## config.mk

```make
export PLATFORM = sky130hd
export DESIGN_NAME = key_conditioner_flat
export DESIGN_NICKNAME = d
export VERILOG_FILES = /design/src/rtl/key_conditioner_if.sv /design/src/rtl/key_conditioner.sv /design/src/flat_wrapper.sv
export SDC_FILE = /design/constraint.sdc
export NUM_CORES = 1
export LEC_CHECK = 0
export CAP_MARGIN = 40
export CORE_UTILIZATION = 38
export DETAILED_ROUTE_END_ITERATION = 10
export DONT_BUFFER_PORTS = 1
export PLACE_DENSITY = 0.5
export SLEW_MARGIN = 20
export SYNTH_ARGS = -nofsm -noshare
export SYNTH_HDL_FRONTEND = slang
export SYNTH_SLANG_ARGS = --single-unit
```

## constraint.sdc

```tcl
create_clock -name clk -period 5.9 [get_ports clk]
set_clock_uncertainty 0.05 [all_clocks]
set_input_delay 0.59 -clock clk [delete_from_list [all_inputs] [get_ports clk]]
set_output_delay 0.59 -clock clk [all_outputs]
set_load 0.05 [all_outputs]
```

## src/rtl/key_conditioner_if.sv

```systemverilog
// Push-button conditioner bus: raw key inputs toward the conditioner,
// debounced level and event pulses back toward the consumer.
interface key_conditioner_if #(
  parameter int unsigned N_KEYS = 3
);
  logic [N_KEYS-1:0] key_raw;
  logic [N_KEYS-1:0] key_level;
  logic [N_KEYS-1:0] press_pulse;
  logic [N_KEYS-1:0] release_pulse;
  logic [N_KEYS-1:0] repeat_pulse;
  logic              any_press;

  modport master (
    output key_raw,
    input  key_level, press_pulse, release_pulse, repeat_pulse, any_press
  );

  modport slave (
    input  key_raw,
    output key_level, press_pulse, release_pulse, repeat_pulse, any_press
  );
endinterface

```

## src/rtl/key_conditioner.sv

```systemverilog
// Per-channel push-button conditioning: 2-FF synchroniser, counter debouncer,
// registered press/release pulses and an optional auto-repeat FSM.
module key_conditioner #(
  parameter int unsigned N_KEYS          = 3,
  parameter int unsigned ACTIVE_LOW      = 1,
  parameter int unsigned DEBOUNCE_CYCLES = 500000,
  parameter int unsigned REPEAT_EN       = 0,
  parameter int unsigned REPEAT_DELAY    = 25000000,
  parameter int unsigned REPEAT_PERIOD   = 5000000
) (
  input  logic               clk,
  input  logic               rst,
  key_conditioner_if.slave   kif
);
  localparam int unsigned CW   = $clog2(DEBOUNCE_CYCLES + 1);
  localparam int unsigned RMAX = (REPEAT_DELAY > REPEAT_PERIOD) ? REPEAT_DELAY : REPEAT_PERIOD;
  localparam int unsigned RW   = $clog2(RMAX + 1);
  localparam logic [CW-1:0] DB_LAST = CW'(DEBOUNCE_CYCLES - 1);
  localparam logic [RW-1:0] RD_LAST = RW'(REPEAT_DELAY - 1);
  localparam logic [RW-1:0] RP_LAST = RW'(REPEAT_PERIOD - 1);

  localparam logic [1:0] ST_IDLE  = 2'd0;
  localparam logic [1:0] ST_DELAY = 2'd1;
  localparam logic [1:0] ST_RPT   = 2'd2;

  logic [N_KEYS-1:0] p_raw;
  logic [N_KEYS-1:0] sync1_q, sync2_q;
  logic [N_KEYS-1:0] level_q, level_d;
  logic [N_KEYS-1:0] press_q, press_d;
  logic [N_KEYS-1:0] release_q, release_d;
  logic [N_KEYS-1:0] repeat_q, repeat_d;
  logic [N_KEYS-1:0] accept;
  logic              any_q;

  assign p_raw = (ACTIVE_LOW != 0) ? ~kif.key_raw : kif.key_raw;

  for (genvar k = 0; k < N_KEYS; k++) begin : g_ch
    logic [CW-1:0] cnt_q, cnt_d;

    // Any cycle without a mismatch (a bounce) drops the count back to zero.
    assign accept[k] = (sync2_q[k] != level_q[k]) && (cnt_q == DB_LAST);
    assign cnt_d     = ((sync2_q[k] != level_q[k]) && !accept[k]) ? cnt_q + 1'b1 : '0;

    always_ff @(posedge clk) begin
      if (rst) cnt_q <= '0;
      else     cnt_q <= cnt_d;
    end

    if (REPEAT_EN != 0) begin : g_rpt
      logic [1:0]    st_q, st_d;
      logic [RW-1:0] rc_q, rc_d;
      logic          rep;

      // A falling level forces IDLE and masks any repeat due on that same edge.
      always_comb begin
        st_d = st_q;
        rc_d = rc_q;
        rep  = 1'b0;
        if (release_d[k]) begin
          st_d = ST_IDLE;
          rc_d = '0;
        end else begin
          case (st_q)
            ST_IDLE: begin
              if (press_d[k]) begin
                st_d = ST_DELAY;
                rc_d = '0;
              end
            end
            ST_DELAY: begin
              if (rc_q == RD_LAST) begin
                rep  = 1'b1;
                st_d = ST_RPT;
                rc_d = '0;
              end else begin
                rc_d = rc_q + 1'b1;
              end
            end
            ST_RPT: begin
              if (rc_q == RP_LAST) begin
                rep  = 1'b1;
                rc_d = '0;
              end else begin
                rc_d = rc_q + 1'b1;
              end
            end
            default: begin
              st_d = ST_IDLE;
              rc_d = '0;
            end
          endcase
        end
      end

      always_ff @(posedge clk) begin
        if (rst) begin
          st_q <= ST_IDLE;
          rc_q <= '0;
        end else begin
          st_q <= st_d;
          rc_q <= rc_d;
        end
      end

      assign repeat_d[k] = rep;
    end else begin : g_norpt
      assign repeat_d[k] = 1'b0;
    end
  end

  assign level_d   = level_q ^ accept;
  assign press_d   = accept & ~level_q;
  assign release_d = accept & level_q;

  always_ff @(posedge clk) begin
    if (rst) begin
      sync1_q   <= '0;
      sync2_q   <= '0;
      level_q   <= '0;
      press_q   <= '0;
      release_q <= '0;
      repeat_q  <= '0;
      any_q     <= 1'b0;
    end else begin
      sync1_q   <= p_raw;
      sync2_q   <= sync1_q;
      level_q   <= level_d;
      press_q   <= press_d;
      release_q <= release_d;
      repeat_q  <= repeat_d;
      any_q     <= |press_d;
    end
  end

  assign kif.key_level     = level_q;
  assign kif.press_pulse   = press_q;
  assign kif.release_pulse = release_q;
  assign kif.repeat_pulse  = repeat_q;
  assign kif.any_press     = any_q;
endmodule
```

## src/flat_wrapper.sv

```systemverilog
// flat-port wrapper written by rule: the top's interface ports become plain ports
module key_conditioner_flat 
#(
  parameter int unsigned N_KEYS          = 3,
  parameter int unsigned ACTIVE_LOW      = 1,
  parameter int unsigned DEBOUNCE_CYCLES = 500000,
  parameter int unsigned REPEAT_EN       = 0,
  parameter int unsigned REPEAT_DELAY    = 25000000,
  parameter int unsigned REPEAT_PERIOD   = 5000000
)
  (clk, rst, kif_key_raw, kif_key_level, kif_press_pulse, kif_release_pulse, kif_repeat_pulse, kif_any_press);
  key_conditioner_if #(.N_KEYS(N_KEYS)) kif_i ();
  input  logic clk;
  input  logic rst;
  input wire logic [$bits(kif_i.key_raw)-1:0] kif_key_raw;
  output wire logic [$bits(kif_i.key_level)-1:0] kif_key_level;
  output wire logic [$bits(kif_i.press_pulse)-1:0] kif_press_pulse;
  output wire logic [$bits(kif_i.release_pulse)-1:0] kif_release_pulse;
  output wire logic [$bits(kif_i.repeat_pulse)-1:0] kif_repeat_pulse;
  output wire logic [$bits(kif_i.any_press)-1:0] kif_any_press;
  assign kif_i.key_raw = kif_key_raw;
  assign kif_key_level = kif_i.key_level;
  assign kif_press_pulse = kif_i.press_pulse;
  assign kif_release_pulse = kif_i.release_pulse;
  assign kif_repeat_pulse = kif_i.repeat_pulse;
  assign kif_any_press = kif_i.any_press;
  key_conditioner #(.N_KEYS(N_KEYS), .ACTIVE_LOW(ACTIVE_LOW), .DEBOUNCE_CYCLES(DEBOUNCE_CYCLES), .REPEAT_EN(REPEAT_EN), .REPEAT_DELAY(REPEAT_DELAY), .REPEAT_PERIOD(REPEAT_PERIOD)) u_core (.clk(clk), .rst(rst), .kif(kif_i));
endmodule
```

# Word-level counts from Yosys, hierarchy flattened
# Index checks and enable logic that the tools add are counted.
# Widths: inputs -> output; s select.
# totals
inputBits	5
out_inout_bits	13
wordCells	39
ff_bits	73
# op_classes
bitwise_logic	8
n_reduce_logical	13
add_sub_neg	3
n_eq_ne	6
# op_table
cell	count
$add 19x1->19 const B	3
$eq 19x19->1 const B	3
$and 3x3->3	2
$logic_and 1x1->1	6
$not 3->3	2
$reduce_or 2->1	3
$logic_not 1->1	3
$ne 1x1->1	3
$not 1->1	3
$reduce_or 3->1	1
$xor 3x3->3	1

# Logic depth before layout (Yosys ltp)
# logic_depth
word_depth	6
depth_mapped	6
depth_no_buf	5

# Worst setup path after synthesis
# OpenSTA, ideal clock, no wires.
# synth_path
kind	reg2reg
startpoint	register u_core.g_ch[1].cnt_q[0]
endpoint	register u_core.g_ch[1].cnt_q[18]
path_slack_ps	4048
synth_period_minus_slack_ps	1852
required_time_ps	5779
path_stages_with_launch	6
setup_time_ps	71
path_buffers	0
arrival_time_ps	1731
cell_sequence	dfxtp_1 > ha_1 > nand4_4 > or3_1 > or4_1 > a21oi_1
# synth_via
elab_chain_cells	6
word_cells_on_any_way	7
classes_between	add/sub (1); eq/ne (1); bitwise (1); reduce/logical (4)
# synth_rtl
item	line	rtl
from (decl)	key_conditioner.sv:38	logic [CW-1:0] cnt_q, cnt_d;
from (signal assigned)	key_conditioner.sv:46	else cnt_q <= cnt_d;
branches (longest 6 deep; another with $add 19x1->19)	n/a	
# Several ways; the timed one is not identified.
# A chain may end at the register's enable or synchronous reset.

# Worst setup path after layout
# layout_path
startpoint	register u_core.g_ch[0].cnt_q[0]
endpoint	register u_core.g_ch[0].cnt_q[9]
# layout_via
elab_chain_cells	6
word_cells_on_any_way	7
classes_between	add/sub (1); eq/ne (1); bitwise (1); reduce/logical (4)
# layout_rtl
item	line
from (decl)	key_conditioner.sv:38
from (signal assigned)	key_conditioner.sv:46
branches (longest 6 deep; another with $add 19x1->19)	n/a
# Several ways; the timed one is not identified.

==> flow_summary_export.csv <==
group,metric,value,unit
hold_path,min_path_type,"input port to register",
clock_network,postCtsSetupBuffers,0,
synthesis,synth_edf_count,0,
hold_path,min-delay-start,"rst",
synthesis,synth-async-reset-ratio,0,%
route,wl_per_cell,13.6,um
route,route.detailed.drc,0,
clock_network,cts_resized,0,
clock_network,clk_pin_slew,0.09,ns
clock_network,cts_tree,"yes",
synthesis,synth_cell_type_count,40,
timing,fin_hold_ws,0.248,ns
timing,period_share,36.2,%
critical_path,reg2reg_depth,4,
power,p_seq_share,58.3,%
finish,fin_util,42.0,%
place,place_congestion,0.800,
critical_path,critical_path.max_fanout,18,
route,vias_per_cell,5.28,
critical_path,worstSetupEndpointType,"register",
synthesis,syn_avg_cell_area,8.88,um2
power,vdd.ir_drop.worst,0.102,mV
floorplanning,die_h,94.0,um
power,leakage,0.996,nW
critical_path,cp.required,6.05,ns
hold_path,hold_depth,1,
critical_path,startpoint,"u_core.g_ch[0].cnt_q[0]",
route,vias,2485,
status,status,"finished clean",
power,p_total,0.851,mW
clock_network,cts_hold_buf,0,
global_route,first_global_vias,2241,
critical_path,path_class,"register to register",
critical_path,worstPathArrival,2.28,ns
timing,finalSetupTns,0,ns
synthesis,yosys_warnings,0,
finish,num_antenna_cells,0,
synthesis,ys.flop_type,"dfxtp_1",
global_route,grt_max_degree,21,
finish,finalNetCount,369,
power,switchingPower,0.203,mW
clock_network,htree_levels,3,
critical_path,rr_startpoint,"u_core.g_ch[0].cnt_q[0]",
timing,fmax,469,MHz
timing,setup_viol,0,
clock_network,clk_latency,0.35,ns
synthesis,postSynthCellCount,362,
route,firstDrtPassIters,4,
clock_network,clock_sinks,73,
floorplanning,rows,33,
global_route,overflow,0,
floorplanning,io_pins,18,
power,p_clk_share,40.4,%
synthesis,syn_area,3210,um2
flow_run,drv_cap,0,
finish,drive_above_1_share,7.92,%
place,placed_cells,455,
global_route,grtUsageTotal,16.3,%
floorplanning,die_w,94.0,um
route,drt_iter0_markers,84,
place,hpwl,4460,um
finish,area_delta_synth_final,7.47,%
timing,slew_headroom,46.6,%
route,wirelength,6430,um
power,sw_frac_of_total,23.8,%
place,portBuffers,0,
route,ant_nets,0,
synthesis,synth_seq_cells,73,
global_route,antenna_found_initial,0,
power,p_int,0.649,mW
timing,timing.final.hold_violations,0,
floorplanning,die_area,8830,um2
floorplanning,core_area,8220,um2
finish,fin_cells,471,
clock_network,cts_root_buffer,"clkbuf_8",
timing,rsz0062_at_grt,"no",
timing,period_minus_slack,2.13,ns
floorplanning,initial_core_util,39.1,%
clock_network,cts_made_buffers,9,
global_route,grt_pass1_wl,11000,um
power,power_density,246,nW/um2
critical_path,startpoint_type,"register",
timing,slew_violations,0,
clock_network,cts.path.max_buffers,2,
timing,tightestPinTransition,0.800,ns
synthesis,ys_seq_area_share,45.5,%
power,combPwrFrac,1.3,%
==> metrics by stage <==
| stage | instance area [um2] | setup slack (ns) |
|---|---|---|
| 2_1_floorplan | 3220 | 4.05 |
| 3_3_place_gp | 3280 | 3.66 |
| 3_5_place_dp | 3280 | 3.75 |
| 4_1_cts | 3450 | 3.76 |
| 5_1_grt | 3450 | 3.54 |
| 6_report | 3450 | 3.77 |
==> synth_stat cells (5+ instances only) <==
cell	n	area (um2)
buf_2	5	25.0
nand4_1	17	106
nand2b_1	7	43.8
dfxtp_1	73	1460
nor2_1	59	221
and3_1	5	31.3
inv_1	11	41.3
nand2_1	16	60.1
a21oi_1	11	55.1
xnor2_1	32	280
nor3_1	12	60.1
xor2_1	12	105
nand3_1	20	100
nor4b_1	6	52.6
or3_1	5	31.3
nor4_1	19	119
==> cell type report <==
class                   count  area, um2
clock buffers               9        124
well taps                 105        131
inverters                  11       41.3
flip-flops and latches     73       1460
clock inverters             7       46.3
fillers                   811       4760
multi-input cells         266       1650
==> placed cells by master (no fill, tap or decap), drive strengths merged <==
cell type,n
nand3,20
xnor2,32
nor2b,3
nand4,21
o21bai,1
dfxtp,73
nor3b,3
o41ai,1
a21o,1
nor3,12
o31ai,4
nand2b,7
nor4,19
o21ai,6
and3,5
clkinv,3
a211o,1
and4,3
inv,12
clkbuf,9
or3,6
nand2,16
nor4b,6
clkinvlp,3
ha,3
or4b,2
nor2,59
conb,3
xor2,12
or4,4
mux2i,1
or2,4
a21oi,11
==> worst max-delay path, cell delays in order (launching register included) <==
cell	delay [ns]
dfxtp_1	0.38
ha_1	0.25
nand4_1	0.40
o21ai_2	0.79
nor2_1	0.12
==> path summary, 6_finish.rpt <==
check,to,slack [ns]
worst max-delay path,u_core.g_ch[0].cnt_q[9],3.77
worst max register to register,u_core.g_ch[0].cnt_q[9],3.77
worst min register to register,u_core.sync2_q[2],0.39
worst min-delay path,u_core.sync2_q[2],0.25
==> registers in the layout (all words and copies together) (netlist names), named ones only <==
register and flops:
u_core.kif.any_press 1, u_core.sync1_q 3, u_core.kif.press_pulse 3, u_core.kif.release_pulse 3, u_core.g_ch.cnt_q 57, u_core.sync2_q 3
==> per-layer routing <==
metal / vias to the layer above / GRT usage, % / wire [um]
li1: 1267 / - / -
met2: 39 / 24.5 / 2920
met3: 8 / 4.21 / 263
met5: - / 0 / 0
met1: 1171 / 22.0 / 3150
met4: 0 / 6.79 / 93
==> power by group through the flow <==
stage,sequential [mW],combinational [mW],clock (mW)
finish,0.496,0.0110,0.344
floorplan,0.507,0.0128,0
detailed placement,0.508,0.0111,0
global route,0.497,0.0125,0.381
global placement,0.508,0.0111,0
CTS,0.496,0.0111,0.358
==> cells by family (layout without fill, tap and decap cells) <==
family	after synthesis	after routing	share of synthesized area, %
AO/OA/AOI/OAI	25	25	4.83
buffers and inverters	25	27	3.54
other	1	3	0.117
multiplexers	1	1	0.311
adder cells (fa/ha/maj)	3	3	1.17
XOR/XNOR	44	44	12.0
flip-flops	73	73	45.5
AND/OR/NAND/NOR	190	190	32.6
Note: power is estimated with default switching activity, not from simulation.
